File: src/rtl/upower_pkg.sv
// Shared constants for the uPower R/I-type controller:
// opcodes, extended opcodes, ALU encodings, FSM states.
package upower_pkg;

   typedef enum logic [1:0] {
      S_IDLE      = 2'd0,
      S_DECODE    = 2'd1,
      S_EXECUTE   = 2'd2,
      S_WRITEBACK = 2'd3
   } state_t;

   localparam logic [5:0] OP_ADDI = 6'd14;
   localparam logic [5:0] OP_ORI  = 6'd24;
   localparam logic [5:0] OP_ANDI = 6'd28;
   localparam logic [5:0] OP_EXT  = 6'd31;

   localparam logic [9:0] XO_AND  = 10'd28;
   localparam logic [9:0] XO_SUBF = 10'd40;
   localparam logic [9:0] XO_ADD  = 10'd266;
   localparam logic [9:0] XO_OR   = 10'd444;

   localparam logic [3:0] ALU_AND = 4'b0000;
   localparam logic [3:0] ALU_OR  = 4'b0001;
   localparam logic [3:0] ALU_ADD = 4'b0010;
   localparam logic [3:0] ALU_SUB = 4'b0110;

   typedef struct packed {
      logic [3:0] alu_op;
      logic       alu_src;
      logic       reg_dst;
      logic       xo;
   } ctrl_t;

endpackage

File: src/rtl/upower_ri_decode.sv
// Combinational decoder: instruction word to datapath
// controls plus a legal flag. Rc (bit 0) is ignored.
module upower_ri_decode
   import upower_pkg::*;
(
   input  logic [31:0] instruction,
   output logic [3:0]  ALU_OP,
   output logic        ALUSrc,
   output logic        RegDst,
   output logic        XO,
   output logic        legal
);

   logic [5:0] w_opcode;
   logic [9:0] w_xo;
   ctrl_t      w_ctrl;
   logic       w_legal;
   logic       w_unused_bits;

   assign w_opcode      = instruction[31:26];
   assign w_xo          = instruction[10:1];
   assign w_unused_bits = ^{instruction[25:11], instruction[0]};

   // Map opcode (and extended opcode for op 31) to controls
   always_comb begin
      w_ctrl  = '0;
      w_legal = 1'b0;
      unique case (w_opcode)
         OP_EXT: begin
            unique case (w_xo)
               XO_ADD: begin
                  w_ctrl  = '{ALU_ADD, 1'b0, 1'b1, 1'b1};
                  w_legal = 1'b1;
               end
               XO_SUBF: begin
                  w_ctrl  = '{ALU_SUB, 1'b0, 1'b1, 1'b1};
                  w_legal = 1'b1;
               end
               XO_AND: begin
                  w_ctrl  = '{ALU_AND, 1'b0, 1'b1, 1'b0};
                  w_legal = 1'b1;
               end
               XO_OR: begin
                  w_ctrl  = '{ALU_OR, 1'b0, 1'b1, 1'b0};
                  w_legal = 1'b1;
               end
               default: ;
            endcase
         end
         OP_ADDI: begin
            w_ctrl  = '{ALU_ADD, 1'b1, 1'b0, 1'b1};
            w_legal = 1'b1;
         end
         OP_ANDI: begin
            w_ctrl  = '{ALU_AND, 1'b1, 1'b0, 1'b0};
            w_legal = 1'b1;
         end
         OP_ORI: begin
            w_ctrl  = '{ALU_OR, 1'b1, 1'b0, 1'b0};
            w_legal = 1'b1;
         end
         default: ;
      endcase
   end

   assign ALU_OP = w_ctrl.alu_op;
   assign ALUSrc = w_ctrl.alu_src;
   assign RegDst = w_ctrl.reg_dst;
   assign XO     = w_ctrl.xo;
   assign legal  = w_legal;

endmodule

File: src/rtl/upower_ri_control.sv
// Four-state uPower R/I-type controller: latch, decode,
// execute, write back; illegal encodings are rejected.
module upower_ri_control
   import upower_pkg::*;
(
   input  logic        clk,
   input  logic        rst,
   input  logic        instr_valid,
   input  logic [31:0] instruction,
   output logic        instr_ready,
   output logic [3:0]  ALU_OP,
   output logic        RegWrite,
   output logic        RegDst,
   output logic        ALUSrc,
   output logic        XO,
   output logic        done,
   output logic        illegal
);

   state_t      r_state;
   state_t      w_next;
   logic [31:0] r_instr;
   logic        r_illegal;
   logic        w_ready;
   logic [3:0]  w_dec_alu;
   logic        w_dec_src;
   logic        w_dec_dst;
   logic        w_dec_xo;
   logic        w_dec_legal;

   upower_ri_decode u_decode (
      .instruction (r_instr),
      .ALU_OP      (w_dec_alu),
      .ALUSrc      (w_dec_src),
      .RegDst      (w_dec_dst),
      .XO          (w_dec_xo),
      .legal       (w_dec_legal)
   );

   // State register
   always_ff @(posedge clk or posedge rst) begin
      if (rst) r_state <= S_IDLE;
      else     r_state <= w_next;
   end

   // Latch the word on handshake; flag rejects for one cycle
   always_ff @(posedge clk or posedge rst) begin
      if (rst) begin
         r_instr   <= '0;
         r_illegal <= 1'b0;
      end else begin
         if (instr_valid && w_ready) r_instr <= instruction;
         r_illegal <= (r_state == S_DECODE) && !w_dec_legal;
      end
   end

   // Next state and state-gated control outputs
   always_comb begin
      w_next   = r_state;
      w_ready  = 1'b0;
      ALU_OP   = '0;
      ALUSrc   = 1'b0;
      RegDst   = 1'b0;
      XO       = 1'b0;
      RegWrite = 1'b0;
      done     = 1'b0;
      unique case (r_state)
         S_IDLE: begin
            w_ready = !rst;
            if (instr_valid && !rst) w_next = S_DECODE;
         end
         S_DECODE: begin
            w_next = w_dec_legal ? S_EXECUTE : S_IDLE;
         end
         S_EXECUTE: begin
            ALU_OP = w_dec_alu;
            ALUSrc = w_dec_src;
            RegDst = w_dec_dst;
            XO     = w_dec_xo;
            w_next = S_WRITEBACK;
         end
         S_WRITEBACK: begin
            ALU_OP   = w_dec_alu;
            ALUSrc   = w_dec_src;
            RegDst   = w_dec_dst;
            XO       = w_dec_xo;
            RegWrite = 1'b1;
            done     = 1'b1;
            w_next   = S_IDLE;
         end
         default: w_next = S_IDLE;
      endcase
   end

   assign instr_ready = w_ready;
   assign illegal     = r_illegal;

endmodule
File: config.mk
export PLATFORM = sky130hd
export DESIGN_NAME = upower_ri_control
export DESIGN_NICKNAME = d
export VERILOG_FILES = /design/src/rtl/upower_pkg.sv /design/src/rtl/upower_ri_decode.sv /design/src/rtl/upower_ri_control.sv
export SDC_FILE = /design/constraint.sdc
export NUM_CORES = 1
export LEC_CHECK = 0
export ABC_AREA = 0
export CAP_MARGIN = 10
export CELL_PAD_IN_SITES_DETAIL_PLACEMENT = 1
export CELL_PAD_IN_SITES_GLOBAL_PLACEMENT = 1
export CORE_MARGIN = 3
export CORE_UTILIZATION = 37
export CTS_CLUSTER_DIAMETER = 30
export DETAILED_ROUTE_END_ITERATION = 6
export GPL_ROUTABILITY_DRIVEN = 1
export PLACE_DENSITY_LB_ADDON = 0.1
export SLEW_MARGIN = 20
export SYNTH_ARGS = -nofsm -noshare
export SYNTH_HDL_FRONTEND = slang
export SYNTH_HIERARCHICAL = 1
export SYNTH_SLANG_ARGS = --single-unit
export TNS_END_PERCENT = 100
File: constraint.sdc
create_clock -name clk -period 2.43 [get_ports clk]
set_input_delay 0.486 -clock clk [delete_from_list [all_inputs] [get_ports clk]]
set_output_delay 0.486 -clock clk [all_outputs]
set_load 0.03 [all_outputs]
## Word-level counts from Yosys, hierarchy flattened

Index checks and enable logic that the tools add are counted.

- Multiply operators: 0
- Magnitude comparators: 0
- Eq/ne operators: 12
- Reductions and logical operators: 9
- Shift operators: 0
- Div/mod/pow operators: 0
- Multiplexer cells: 13
- Add/subtract/negate cells: 0
- Bitwise gates (word level): 0

Operator list:

| kind | number |
|---|---|
| 7-bit case mux with 4 select lines | 1 |
| 6-bit case mux with 4 select lines | 1 |
| 10-bit by 9-bit == test with 1-bit output (second input constant) | 2 |
| 6-bit by 5-bit == test with 1-bit output (second input constant) | 3 |
| 10-bit by 5-bit == test with 1-bit output (second input constant) | 1 |
| 10-bit by 6-bit == test with 1-bit output (second input constant) | 1 |
| 2-bit case mux with 4 select lines | 1 |
| 6-bit by 4-bit == test with 1-bit output (second input constant) | 1 |
| 1-bit 2-to-1 mux | 6 |
| 2-bit == test (second input constant) | 2 |
| 2-bit 2-to-1 mux | 2 |
| 4-bit 2-to-1 mux | 1 |
| 4-bit OR reduction | 1 |
| 1-bit logical AND | 3 |
| 3-bit OR reduction | 1 |
| 2-bit by 1-bit == test with 1-bit output (second input constant) | 1 |
| 1-bit logical NOT | 2 |
| 2-bit logical NOT | 1 |
| 2-bit inequality test (second input constant) | 1 |
| 1-bit case mux with 2 select lines | 1 |
| 2-bit OR reduction | 1 |

- Memories: 0
- Bits in latches: 0
- Output and inout bits: 11
- Bits in writable memories: 0
- Input bits: 35
- Flip-flop bits (word level): 35
- Word-level logic and storage cells: 37
- Bits in read-only memories: 0

## Logic depth before layout (Yosys ltp)

- Depth after elaboration: 6
- Mapped depth: 6
- Gate-level depth less buffers: 6

## Hierarchy

Netlist, hierarchy kept.

Modules (own cells, without submodules):

| module | sequential area each (um2) | cells an instance | area an instance (um2) | instances |
|---|---|---|---|---|
| upower_ri_control | 875.8 | 89 | 1398.8 | 1 |
| upower_ri_decode | 0.0 | 28 | 203.9 | 1 |

## Least setup slack after synthesis

Ideal clock, no wire load.

- Path type: register to output
- Start point: register r_instr[8]
- End point: output ALU_OP[1]
- Data required time: 1.944 ns
- Arrival time: 1.862 ns
- Setup slack: 0.082 ns
- Stages on the path, launching flop included: 6
- Path buffers: 1
- Cell sequence: dfrtp_1 or4_4 or3b_1 o32ai_1 buf_4 and2_1

- Longest elaborated chain between the ends: 4
- Elaborated cells on any way between the ends: 7
- Those cells by class: eq/ne (4); mux (3)

RTL lines:

| what | RTL line | text |
|---|---|---|
| from (decl) | upower_ri_control.sv:22 | `logic [31:0] r_instr;` |
| from (signal assigned) | upower_ri_control.sv:52 | `if (instr_valid && w_ready) r_instr <= instruction;` |
| 10-bit by 9-bit == test with 1-bit output (tied with other cells) | upower_ri_decode.sv:30 | `unique case (w_xo)` |
| 6-bit case mux with 4 select lines (*) | upower_ri_decode.sv:30 |  |
| 7-bit case mux with 4 select lines (*) | upower_ri_decode.sv:28 | `unique case (w_opcode)` |
| net w_dec_alu[1] | upower_ri_control.sv:25 | `logic [3:0] w_dec_alu;` |
| 4-bit 2-to-1 mux (*) | upower_ri_control.sv:67 | `unique case (r_state)` |
| to (decl) | upower_ri_control.sv:11 | `output logic [3:0] ALU_OP,` |

The timed path passes the listed nets; every way through them passes the cells marked *.

## Final worst setup path

- Start point: register r_instr[7]
- End point: output RegDst

- Longest elaborated chain between the ends: 4
- Elaborated cells on any way between the ends: 7
- Those cells by class: eq/ne (4); mux (3)

RTL lines:

| what | RTL line | text |
|---|---|---|
| 10-bit by 9-bit == test with 1-bit output (tied with other cells) | upower_ri_decode.sv:30 |  |
| 6-bit case mux with 4 select lines (*) | upower_ri_decode.sv:30 |  |
| 7-bit case mux with 4 select lines (*) | upower_ri_decode.sv:28 |  |
| net w_dec_dst | upower_ri_control.sv:27 | `logic w_dec_dst;` |
| 1-bit 2-to-1 mux (*) | upower_ri_control.sv:67 |  |
| to (decl) | upower_ri_control.sv:13 | `output logic RegDst,` |

Marks and branches as above.

==> reports/results.ini <==
[status]
run_status=finished with violations
violations=setup timing

[pwr]
combPwrFrac=0.374
pwr-share-clk=0.142
power.density_mw_per_mm2=838.0
leakage_nw=0.5532
p_int_uw=755.9
max-vdd-ir-drop_mv=0.4860
power.switching_uw=410.1
switching_share=0.3517
pwr-share-seq=0.484
power_mw=1.166

[logic_synthesis]
netlist_instances=85
netlist_area_sq_mm=0.001022
avgSynthCellArea_sq_um=12.03
yosysWarnings=6
synth_nets=120

[setup_path]
cp-end-kind=output port
startpoint=r_instr[7]
start_kind=flip-flop
path_class=flip-flop to output port
r2r-start=r_instr[7]
crit_arrival_ps=2090
worst_ep_required_time_ps=1940
cp_max_fo=2

[timing]
setup_viol=5
hold_viol=0
slew_violations=0
final.period_utilization=1.061
fmax_mhz=387.7
worst_slack_ps=-149.4
fin_worst_skew_ps=8.814
max-slew-margin-rel=0.5134
post-route-min-period_ps=2579
rsz0062_at_grt=yes
tightest_slew_ps=729.1

[grt]
grt_pass1_vias=804
grtUsageTotal=0.1389
grt_pass1_wl_mm=3.601
grt_antenna_before_repair=0
grt_max_degree=20
grt_overflow=0

[die]
coreArea_sq_mm=0.002545
start_util=0.4017
num_io_pins=46
rows=18
die_x_um=58.56
die-height_um=58.56
die_area_sq_mm=0.003429

[final_layout]
n_fill_cell=284
regArea_sq_um=475.5
final_common_cell=clkdlybuf4s50_1
area_growth_pct=36.11
multi_input_area_sq_um=521.8
nNetsFinal=152
final_cell_mix=clkdlybuf4s50_1 (22), dfrtp_1 (19), mux2_2 (16)
insertedDiodeCount=0
drive_gt1_frac=0.3793

[job]
maxCapViolations=0

[worst_hold_path]
hp-start=r_instr[1]
hp-class=flip-flop to flip-flop

[clock_network]
hold_buffers=0
cts_buffers=3
cts_tree=built
clock-sinks=19
htreeDepth=1
clk-insertion-delay-late_ps=300
clock_path_buffers=2
cts.clk_slew.worst_paths_ps=120
root_buffer=clkbuf_4

[routing]
wirelength_mm=2.180
ant_nets=0
dr.pass1.iters=4
wire_per_inst_um=14.93
vias=755
drt_iter0_markers=12
drc=0
routed_via_density=5.171

[placement]
port_buffers=28
dp_hpwl_mm=1.684
gp_congestion=0.7701
pre_cts_ws_ps=87.90

-- worst paths after layout --
kind,end,slack (ps),cells after the start
max,RegDst,-150,6
min,r_instr[1],510,1
max reg2reg,flip-flop,570,7
min reg2reg,r_instr[1],510,1
max in group asynchronous,r_instr[8],1200,3
min in group asynchronous,r_instr[28],770,3
-- registers in the layout, summed over array words and instances, names as in the netlist, named ones only --
signal   cells
r_instr     16
illegal      1
r_state      1
-- critical path, stage by stage, from the launching register on --
cell and delay (ps):
dfrtp_1 400, buf_4 140, or4bb_1 550, a211oi_2 240, o21a_1 180, and2_1 130, buf_4 160
-- area by class of cell --
type	count	area share
clock buffers	3	0.01619
well taps	30	0.02698
multi-input cells	57	0.3750
repair buffers	34	0.2293
flip-flops and latches	19	0.3417
inverters	2	0.005396
clock inverters	1	0.005396
-- timing repair --
action | CTS | global route
endpoints found under the setup margin | 5 | 6
cloned | 0 | 0
pin swaps | 3 | 0
buffers inserted | 1 | 0
resized for setup | 11 | 3
-- power groups by stage --
stage | clock network [mW] | registers (mW) | logic, mW
final | 0.165 | 0.564 | 0.436
after global routing | 0.195 | 0.591 | 0.472
after CTS | 0.175 | 0.563 | 0.433
after detailed placement | 0 | 0.571 | 0.394
after global placement | 0 | 0.560 | 0.376
after floorplan | 0 | 0.542 | 0.282
-- layer usage --
layer / vias to the layer above / routed length, um / global-route usage
met2: 24 / 1159 / 0.2552
li1: 359 / - / -
met4: 0 / 7 / 0.01987
met1: 370 / 867 / 0.1613
met3: 2 / 146 / 0.04167
met5: - / 0 / 0
-- through the flow --
stage                     setup TNS [ps]  cell area [sq um]  hold slack (ps)  utilization  cells
final                             -541.2               1391            514.8       0.5467    146
after global routing               -1081               1391            553.3       0.5467    146
after CTS                         -631.5               1385            526.3       0.5442    146
after detailed placement               0               1305            497.7       0.5128    141
after global placement                 0               1305            485.9       0.5128    141
after floorplan                        0               1022            437.1            -     85
Note: power is estimated with default switching activity, not from simulation.
